## src/rtl/falling_object_mover.sv

```systemverilog
// -----------------------------------------------------------------------------
// falling_object_mover
//   Moves N_OBJ independent road pickups/obstacles down the screen. Each channel
//   has a fixed-point Y position and speed. On every frame it advances by its
//   own speed plus the shared road scroll, then accelerates up to a ceiling.
//   A channel is retired when the collision logic reports a pickup (collected)
//   or when it drops below the bottom of the screen (failed).
//
// Ports
//   clk, resetN    system clock, asynchronous active-low reset
//   startOfFrame   one-cycle pulse per video frame
//   freeze         1 = frame pulses ignored, objects hold position and speed
//   scroll_speed   unsigned fixed-point Y offset added every frame
//   spawn          per-channel spawn request pulse
//   spawn_x        per-channel spawn X in pixels, channel i at [11*i +: 11]
//   hit            per-channel pickup/collision pulse
//   topLeftX/Y     signed pixel position per channel, packed like spawn_x
//   active         channel is on screen and should be drawn
//   collected      one-cycle pulse: hit accepted on an active channel
//   failed         one-cycle pulse: active channel passed the bottom edge
// -----------------------------------------------------------------------------
module falling_object_mover #(
  parameter int N_OBJ        = 4,
  parameter int FRAC_BITS    = 6,
  parameter int POS_W        = 18,
  parameter int INITIAL_Y    = -32,
  parameter int INIT_Y_SPEED = 20,
  parameter int Y_ACCEL      = 5,
  parameter int MAX_Y_SPEED  = 400,
  parameter int BOTTOM_Y     = 479
) (
  input  logic                 clk,
  input  logic                 resetN,
  input  logic                 startOfFrame,
  input  logic                 freeze,
  input  logic [7:0]           scroll_speed,
  input  logic [N_OBJ-1:0]     spawn,
  input  logic [N_OBJ*11-1:0]  spawn_x,
  input  logic [N_OBJ-1:0]     hit,
  output logic [N_OBJ*11-1:0]  topLeftX,
  output logic [N_OBJ*11-1:0]  topLeftY,
  output logic [N_OBJ-1:0]     active,
  output logic [N_OBJ-1:0]     collected,
  output logic [N_OBJ-1:0]     failed
);

  typedef enum logic [2:0] {
    IDLE,
    ARMED,
    MOVE,
    POS_CHANGE,
    POS_LIMITS
  } state_t;

  localparam logic signed [POS_W-1:0] Y_SPAWN     = POS_W'(INITIAL_Y * (2 ** FRAC_BITS));
  localparam logic signed [POS_W-1:0] SPEED_SPAWN = POS_W'(INIT_Y_SPEED);
  localparam logic signed [POS_W-1:0] ACCEL       = POS_W'(Y_ACCEL);
  localparam logic signed [POS_W-1:0] SPEED_MAX   = POS_W'(MAX_Y_SPEED);
  localparam logic signed [POS_W-1:0] Y_BOTTOM    = POS_W'(BOTTOM_Y);

  // Scroll is an unsigned magnitude, so it is zero-extended before the signed add.
  logic signed [POS_W-1:0] scroll_ext;
  assign scroll_ext = {{(POS_W-8){1'b0}}, scroll_speed};

  logic frame_tick;
  assign frame_tick = startOfFrame && !freeze;

  for (genvar g = 0; g < N_OBJ; g++) begin : g_ch
    state_t                  state, state_nxt;
    // X never moves after spawn, so only its pixel part is kept.
    logic [10:0]             xpix, xpix_nxt;
    logic signed [POS_W-1:0] ypos, ypos_nxt;
    logic signed [POS_W-1:0] yspd, yspd_nxt;
    logic signed [POS_W-1:0] y_sum, spd_acc, y_px;
    logic                    col, fail;

    assign y_sum   = ypos + yspd + scroll_ext;
    assign spd_acc = yspd + ACCEL;
    // Arithmetic shift floors negative positions (object partly above the screen).
    assign y_px    = ypos >>> FRAC_BITS;

    always_comb begin
      // NOTE: every signal driven here gets a default first, so no path through
      // the case leaves one unassigned and no latch is inferred.
      state_nxt = state;
      xpix_nxt  = xpix;
      ypos_nxt  = ypos;
      yspd_nxt  = yspd;
      col       = 1'b0;
      fail      = 1'b0;

      if (state == IDLE) begin
        if (spawn[g]) begin
          xpix_nxt  = spawn_x[11*g +: 11];
          ypos_nxt  = Y_SPAWN;
          yspd_nxt  = SPEED_SPAWN;
          state_nxt = ARMED;
        end
      end else if (hit[g]) begin
        // A pickup overrides the frame step, the position update and a miss.
        col       = 1'b1;
        state_nxt = IDLE;
      end else begin
        case (state)
          ARMED: if (frame_tick) state_nxt = MOVE;
          MOVE:  if (frame_tick) state_nxt = POS_CHANGE;
          POS_CHANGE: begin
            ypos_nxt  = y_sum;
            yspd_nxt  = (spd_acc <= SPEED_MAX) ? spd_acc : SPEED_MAX;
            state_nxt = POS_LIMITS;
          end
          POS_LIMITS: begin
            if (y_px > Y_BOTTOM) begin
              fail      = 1'b1;
              state_nxt = IDLE;
            end else begin
              state_nxt = MOVE;
            end
          end
          default: state_nxt = IDLE;
        endcase
      end
    end

    always_ff @(posedge clk or negedge resetN) begin
      // NOTE: state registers use non-blocking assignments so every channel
      // samples the same pre-edge values regardless of statement order.
      if (!resetN) begin
        state <= IDLE;
        xpix  <= '0;
        ypos  <= '0;
        yspd  <= '0;
      end else begin
        state <= state_nxt;
        xpix  <= xpix_nxt;
        ypos  <= ypos_nxt;
        yspd  <= yspd_nxt;
      end
    end

    assign topLeftX[11*g +: 11] = xpix;
    assign topLeftY[11*g +: 11] = y_px[10:0];
    assign active[g]            = (state != IDLE);
    assign collected[g]         = col;
    assign failed[g]            = fail;
  end

endmodule

```

## config.mk

```make
export PLATFORM = sky130hd
export DESIGN_NAME = falling_object_mover
export DESIGN_NICKNAME = d
export VERILOG_FILES = /design/src/rtl/falling_object_mover.sv
export SDC_FILE = /design/constraint.sdc
export NUM_CORES = 1
export LEC_CHECK = 0
export BUFFER_PORTS_ARGS = -buffer_cell sky130_fd_sc_hd__buf_2
export CAP_MARGIN = 20
export CORE_MARGIN = 4
export CORE_UTILIZATION = 65
export DETAILED_ROUTE_END_ITERATION = 8
export GPL_TIMING_DRIVEN = 0
export PLACE_DENSITY_LB_ADDON = 0.1
export SYNTH_ARGS = -nofsm -noshare
export SYNTH_HDL_FRONTEND = slang
export SYNTH_SLANG_ARGS = --single-unit
```

## constraint.sdc

```tcl
create_clock -name clk -period 4.5 [get_ports clk]
set_input_delay 0.675 -clock clk [delete_from_list [all_inputs] [get_ports clk]]
set_output_delay 0.675 -clock clk [all_outputs]
set_load 0.02 [all_outputs]
```

# Yosys cells after proc, flatten, opt, wreduce, memory -nomap -nowiden
# Cells that the tools add are included.
# classes
addsub	12
magnitude_cmp	8
eq_ne	32
mux	82
reduce_logical	26
# ops
operator	count
$mux W18	36
$add A18 B18 Y18	4
$add A18 B4 Y18 const B	4
$add A18 B9 Y18	4
$le A18 B10 Y1 const B	4
$gt A12 B10 Y1 const B	4
$pmux W3 S4	4
$mux W3	14
$ne A4 B4 Y1 const B	8
$eq A3 B2 Y1 const B	8
$mux W1	24
$reduce_and A3 Y1	8
$eq A3 B1 Y1 const B	4
$eq A3 B3 Y1 const B	4
$logic_not A3 Y1	4
$reduce_bool A3 Y1	4
$mux W2	4
$ne A2 B1 Y1 const B	4
$ne A2 B2 Y1 const B	4
$reduce_and A2 Y1	4
$reduce_bool A2 Y1	4
$logic_and A1 B1 Y1	1
$logic_not A1 Y1	1
# word_totals
ff_bits	200
input_bits	64
out_inout_bits	100
word_cells	176

# Longest topological paths before layout
# Gate-level depths: netlist of the first run.
# depth
word_depth	6
ltp_mapped	15
mapped_depth_nobuf	15

# Worst setup path after synthesis of the first run
# No wires, ideal clock.
# synth_path
path_kind	in2reg
start	input port scroll_speed[0]
end	register g_ch[0].ypos[17]
setup_time_ns	0.077
arrival_time_ns	3.259
required_ns	4.423
setup_slack_ns	1.163
path_stages	15
n_path_buf	0
path_cell_list	inv_1 -> fa_1 -> inv_1 -> ha_1 -> inv_1 -> fa_1 -> nor2b_1 -> o31a_1 -> o41ai_1 -> o211a_1 -> o41ai_1 -> a21oi_1 -> xnor2_1 -> and3_1 -> a21oi_1
# synth_between
elab_chain_cells	4
# synth_rtl
element	line_no	source
from (decl)	36	input logic [7:0] scroll_speed,
$add A18 B9 Y18	77	assign y_sum = ypos + yspd + scroll_ext;
$mux W18	104	case (state)
$mux W18	99	end else if (hit[g]) begin
$mux W18	92	if (state == IDLE) begin
to (signal assigned)	136	ypos <= ypos_nxt;
to (decl)	72	logic signed [POS_W-1:0] ypos, ypos_nxt;
# Every way passes these cells. The select of a mux whose other input is x is not followed.
# A chain may end at the register's enable or synchronous reset.

# Worst setup path after layout of the first run
# layout_path
start	register g_ch[1].yspd[3]
end	register g_ch[1].ypos[17]
# layout_between
elab_chain_cells	5
# layout_rtl
element	line_no	source
from (decl)	73	logic signed [POS_W-1:0] yspd, yspd_nxt;
from (signal assigned)	137	yspd <= yspd_nxt;
$add A18 B18 Y18	77	
$add A18 B9 Y18	77	
$mux W18	104	
$mux W18	99	
$mux W18	92	
to (signal assigned)	136	
to (decl)	72	
# Every way passes these cells. The select of a mux whose other input is x is not followed.

==> out/qor.csv, run 1 <==
stage,metric,value,unit
logic_synthesis,synth.yosys.seq_area_share,34.7,%
floorplanning,chipWidth,157,um
sta,max-slew-margin-rel,41.6,%
routing,wl_per_cell,16.9,um
logic_synthesis,syn_inst,1666,
logic_synthesis,synthArstFlopShare,100,%
critical_path,path_cells,fa_1 > ha_1 > nor2b_1 > o31ai_1 > a211oi_1 > o31ai_1 > o21ai_0 > a21oi_1 > xnor2_1 > o21ai_0 > a21boi_1,
critical_path,reg2regPathDepth,11,
floorplanning,initial_core_util,66.1,%
critical_path,crit_type,reg2reg,
floorplanning,core,0.0218,mm2
sta,holdWs,0.304,ns
finish,final_cell_mix,"274 x nand2_1, 200 x dfrtp_1, 171 x buf_2, 117 x nor2_1, 116 x a21oi_1",
critical_path,critical_path.slowest_cell,o31ai_1,
placement,place_congestion,0.938,
sta,worst_slew_pin_slew,0.876,ns
clocking,ctsResizeCount,0,
finish,final_common_cell,nand2_1,
logic_synthesis,synth_area,0.0144,mm2
power_and_ir_drop,ir_drop,0.275,mV
critical_path,slowest_delay,0.53,ns
routing,vias_per_cell,6.04,
floorplanning,die_area,0.0246,mm2
power_and_ir_drop,leakagePower,0.00776,uW
global_routing,grt-ovfl-total,0,
floorplanning,io_pins,164,
placement,portBuffers,163,
routing,drc,0,
logic_synthesis,synth.largest_area_cell,dfrtp_1,
critical_path,cp.depth,11,
critical_path,endpoint_kind,flip-flop,
global_routing,grtUsageTotal,29.6,%
sta,rsz0062_at_grt,false,
logic_synthesis,ys.flop_type,dfrtp_1,
sta,fmax,0.268,GHz
clocking,cts_htree_levels,4,
routing,routed_wl,36300,um
clocking,clock_latency,0.45,ns
finish,final_util,74.6,%
power_and_ir_drop,powerDensity,323,mW/mm2
routing,ant_nets,0,
clocking,clock-sinks,200,
clocking,clk_pin_slew,0.07,ns
critical_path,cp-start-kind,flip-flop,
global_routing,grt_pass1_wl,59900,um
outcome,status,finished clean,
clocking,cts_setup_buffers,0,
sta,finalMaxSlewViolations,0,
sta,setup_viol,0,
finish,layout-area-overhead-vs-synth,12.8,%
global_routing,antenna_found_initial,0,
worst_hold_path,hold_class,in2async,
finish,stdcell_area,0.0163,mm2
finish,drive_above_1_share,15.4,%
critical_path,crit_required,4.86,ns
logic_synthesis,synth.distinct_cells,87,
floorplanning,die_h,157,um
placement,place_area,0.0156,mm2
logic_synthesis,synth_edf_count,0,
logic_synthesis,yosys-top-cells-area,"dfrtp_1 35%, ha_1 9.4%, nand2_1 7.1%, fa_1 5.0%, a21oi_1 4.0%",
global_routing,grt_max_degree,111,
routing,drt_iter0_markers,1070,
logic_synthesis,synth_seq_cells,200,
finish,antenna-diode-count,0,
critical_path,cp_max_fo,7,
critical_path,cp_num_buf_inv,0,
global_routing,grt_pass1_vias,12400,
job,cap_violations,0,
sta,finalHoldViolCount,0,
finish,fin_nets,2057,
logic_synthesis,synth.avg_cell_area,8.65,um2
sta,post-route-min-period,3.73,ns
sta,fin_crit_sh,82.8,%
critical_path,crit_family,compound AO/OA/AOI/OAI gates,
power_and_ir_drop,total_power,5260,uW
sta,fin_worst_skew,0.0167,ns
logic_synthesis,synth_nets,1874,
floorplanning,rows,54,
routing,vias,12900,
logic_synthesis,synth.yosys.warnings,0,
critical_path,worstPathArrival,4.09,ns
clocking,root_buffer,clkbuf_16,
placement,dp_hpwl,26400,um
routing,dr.pass1.iters,6,
clocking,cts_hold_buffers,0,
logic_synthesis,synth_top_area_share,34.7,%
clocking,cts_buffer_depth,2,
clocking,cts_buffers,17,
clocking,cts_tree,yes,
through the flow:
step	TNS, ns	instances	worst slack, ns
floorplan	0	1666	1.16
global placement	-137.23	2109	-0.714
detailed placement	0	2110	0.354
CTS	0	2142	0.795
global route	0	2142	0.453
finish	0	2142	0.774
flip-flops by register name, indices dropped and copies added (netlist names):
signal,flops
g_ch.yspd,72
g_ch.state,12
g_ch.ypos,72
g_ch.xpix,44
report_power, final:
part	switching, uW	leakage (uW)	internal (uW)
Clock	718	0.000317	994
Combinational	928	0.00492	510
Sequential	141	0.00252	1970
Total	1790	0.00776	3480
cells in the mapped netlist (all sizes together), types with 4 or more instances:
cell	number
or2	4
a21oi	118
o41ai	9
and4	7
buf	69
mux2	5
nand2	275
clkbuf	41
nand4bb	5
ha	108
o21a	11
o31ai	22
nor4	13
a31oi	18
o211ai	9
nor2b	18
a221oi	4
nor3	42
o31a	4
a22o	9
a211o	5
inv	68
o2111ai	4
or3	11
nor3b	11
a211oi	7
fa	36
nor2	118
and3	11
nand3	66
a21o	29
mux2i	13
o21ai	130
dfrtp	200
xnor2	33
xor2	38
nand4	15
and2	13
nand2b	11
o22a	7
area by class of cell:
type	count	area, um2
timing repair buffer	164	853
buffer	110	642
inverter	68	255
clock inverter	10	164
tap	280	350
multi-input combinational	1288	8520
clock buffer	22	484
fill	1660	5550
sequential	200	5000
layer usage:
| metal | track usage (%) | part of all wire [%] | up-vias |
|---|---|---|---|
| li1 | - | - | 6222 |
| met1 | 39.0 | 42 | 6186 |
| met2 | 49.5 | 49 | 442 |
| met3 | 4.65 | 5.9 | 82 |
| met4 | 11.1 | 3.1 | 0 |
| met5 | 0 | 0 | - |
final timing paths:
kind | start | to | slack, ns
max | g_ch[1].yspd[3] | g_ch[1].ypos[17] | 0.77
min | resetN | g_ch[1].ypos[14] | 0.30
max reg2reg | g_ch[1].yspd[3] | g_ch[1].ypos[17] | 0.77
min reg2reg | g_ch[3].xpix[2] | g_ch[3].xpix[2] | 0.47
max in group asynchronous | resetN | g_ch[0].yspd[7] | 3.24
min in group clk | spawn_x[22] | g_ch[2].xpix[0] | 0.42
kinds of logic after synthesis:
group           share of synthesized area [%]
xor+xnor                                 4.31
mux                                      1.29
simple gates                             20.6
buf+inv                                  6.22
fa+ha+maj                                14.4
compound gates                           18.5
flops                                    34.7
(Power assumes the default switching activity.)
==> run 2, diff against run 1 <==
- CORE_UTILIZATION: 65 -> 60
- clock period: 4.5 -> 3.6 ns (I/O delays scaled with it)
==> out/qor.csv, run 2 (synthesized netlist as in run 1, its figures left out) <==
stage,metric,value,unit,change
placement,dp.cells,2149,,"was 2,110"
power_and_ir_drop,total_power,6500,uW,was 5260 uW
routing,drc,0,,unchanged
floorplanning,die_area,0.0266,mm2,was 0.0246 mm2
floorplanning,rows,56,,was 54
placement,place_congestion,0.902,,was 0.938
critical_path,endpoint_kind,flip-flop,,unchanged
routing,wl_met3,2080,um,was 2140 um
finish,top_regs,"g_ch.ypos x72, g_ch.yspd x72, g_ch.xpix x44",,unchanged
critical_path,crit_type,reg2reg,,unchanged
critical_path,cp-start-kind,flip-flop,,unchanged
finish,multi_input_area,0.00858,mm2,was 0.00852 mm2
floorplanning,chipWidth,163,um,was 157 um
finish,stdcell_count,2181,,"was 2,142"
clocking,cts_buffers,17,,unchanged
clocking,clk_pin_slew,0.08,ns,was 0.07 ns
routing,wl_met2,17400,um,"was 17,700 um"
clocking,root_buffer,clkbuf_16,,unchanged
sta,worst_slew_pin_slew,0.834,ns,was 0.876 ns
finish,stdcell_area,0.0163,mm2,about the same
global_routing,antenna_found_initial,0,,unchanged
sta,fin_worst_skew,0.0144,ns,was 0.0167 ns
finish,antenna-diode-count,0,,unchanged
clocking,clock_latency,0.44,ns,was 0.45 ns
worst_hold_path,hold_class,in2async,,unchanged
critical_path,worstPathArrival,3.74,ns,was 4.09 ns
finish,final_util,69.4,%,was 74.6%
floorplanning,core,0.0235,mm2,was 0.0218 mm2
finish,seqCellArea,0.00501,mm2,was 0.00500 mm2
routing,vias_per_cell,5.93,,was 6.04
finish,final_common_cell,nand2_1,,unchanged
outcome,status,finished clean,,unchanged
power_and_ir_drop,powerDensity,398,mW/mm2,was 323 mW/mm2
finish,drive_above_1_share,16.1,%,was 15.4%
global_routing,grt-ovfl-total,0,,unchanged
finish,final_cell_mix,"274 x nand2_1, 197 x dfrtp_1, 171 x buf_2, 117 x nor2_1, 116 x a21oi_1",,"was 274 x nand2_1, 200 x dfrtp_1, 171 x buf_2, 117 x nor2_1, 116 x a21oi_1"
routing,wl_met1,16400,um,"was 15,300 um"
global_routing,grt_pass1_wl,60700,um,"was 59,900 um"
power_and_ir_drop,ir_drop,0.337,mV,was 0.275 mV
routing,top_layer_used,met4,,unchanged
finish,nFillCells,1980,,"was 1,660"
sta,rsz0062_at_grt,true,,was false
floorplanning,initial_core_util,61.2,%,was 66.1%
placement,dp_hpwl,26900,um,"was 26,400 um"
routing,dr.pass1.iters,5,,was 6
global_routing,grt_pass1_vias,12400,,about the same
critical_path,crit_required,3.90,ns,was 4.86 ns
placement,portBuffers,163,,unchanged
critical_path,reg2regPathDepth,10,,was 11
floorplanning,die_h,163,um,was 157 um
global_routing,grtUsageTotal,27.7,%,was 29.6%
finish,layout-area-overhead-vs-synth,13.4,%,was 12.8%
sta,fmax,0.290,GHz,was 0.268 GHz
sta,finalHoldViolCount,0,,unchanged
clocking,cts_hold_buffers,0,,unchanged
floorplanning,io_pins,164,,unchanged
sta,post-route-min-period,3.44,ns,was 3.73 ns
sta,setup_viol,0,,unchanged
sta,finalMaxSlewViolations,0,,unchanged
routing,drt_iter0_markers,971,,"was 1,070"
sta,max-slew-margin-rel,44.4,%,was 41.6%
clocking,clock-sinks,200,,unchanged
clocking,cts_setup_buffers,0,,unchanged
sta,fin_crit_sh,95.6,%,was 82.8%
finish,fin_nets,2057,,unchanged
routing,wl_per_cell,16.9,um,about the same
power_and_ir_drop,leakagePower,0.00775,uW,was 0.00776 uW
clocking,cts_htree_levels,4,,unchanged
global_routing,grt_max_degree,104,,was 111
routing,vias,12900,,about the same
routing,routed_wl,36900,um,"was 36,300 um"
sta,holdWs,0.158,ns,was 0.304 ns
placement,place_area,0.0157,mm2,was 0.0156 mm2
clocking,cts_tree,yes,,unchanged
routing,ant_nets,0,,unchanged
job,cap_violations,0,,unchanged
clocking,cts_buffer_depth,2,,unchanged
critical_path,cp_max_fo,8,,was 7
==> run 2: per-stage QoR <==
stage | setup TNS (ns) | setup WS [ns]
2_1_floorplan | 0 | 0.398
3_3_place_gp | -304.83 | -1.54
3_5_place_dp | -1.81 | -0.434
4_1_cts | 0 | 0.0366
5_1_grt | -0.0443 | -0.0222
6_report | 0 | 0.157
==> run 2: report_power, final <==
part           switching (uW)  internal [uW]
clock network             940           1130
logic                    1150            641
registers                 176           2470
total                    2270           4230
==> run 2: final timing paths <==
check                                   end  slack [ns]            start
min in group clk            g_ch[0].xpix[7]        0.29       spawn_x[7]
hold / removal             g_ch[1].ypos[14]        0.16           resetN
setup reg to reg           g_ch[1].ypos[16]        0.16  g_ch[1].yspd[2]
setup / recovery           g_ch[1].ypos[16]        0.16  g_ch[1].yspd[2]
hold reg to reg             g_ch[3].xpix[5]        0.47  g_ch[3].xpix[5]
max in group asynchronous   g_ch[0].yspd[2]        2.45           resetN
==> run 2: critical path: stages (launching register included) <==
cell and delay (ns):
dfrtp_1 0.51, fa_1 0.50, ha_1 0.31, a21o_1 0.17
a21oi_1 0.30, o2111ai_1 0.20, a21o_1 0.22, o41a_1 0.39
a221oi_1 0.42, xor2_1 0.20, a21oi_1 0.08
==> run 2: layer usage <==
layer  global-route usage [%]  vias to the layer above
met3                     4.11                       83
met2                     45.9                      439
met5                        0                        -
li1                         -                     6231
met1                     37.8                     6189
met4                     8.84                        0
==> run 2: cell type report <==
cell class	count	share of cell area (%)
flip-flops and latches	200	30.6
clock inverters	13	1.02
inverters	68	1.56
clock buffers	19	2.71
multi-input cells	1288	52.5
repair buffers	164	5.22
plain buffers	110	3.93
well taps	319	2.44
==> run 2: timing repair <==
action | in CTS | in global routing
pin swaps | 0 | 1
gates resized for setup | 2 | 12
endpoints found under the setup margin | 2 | 7
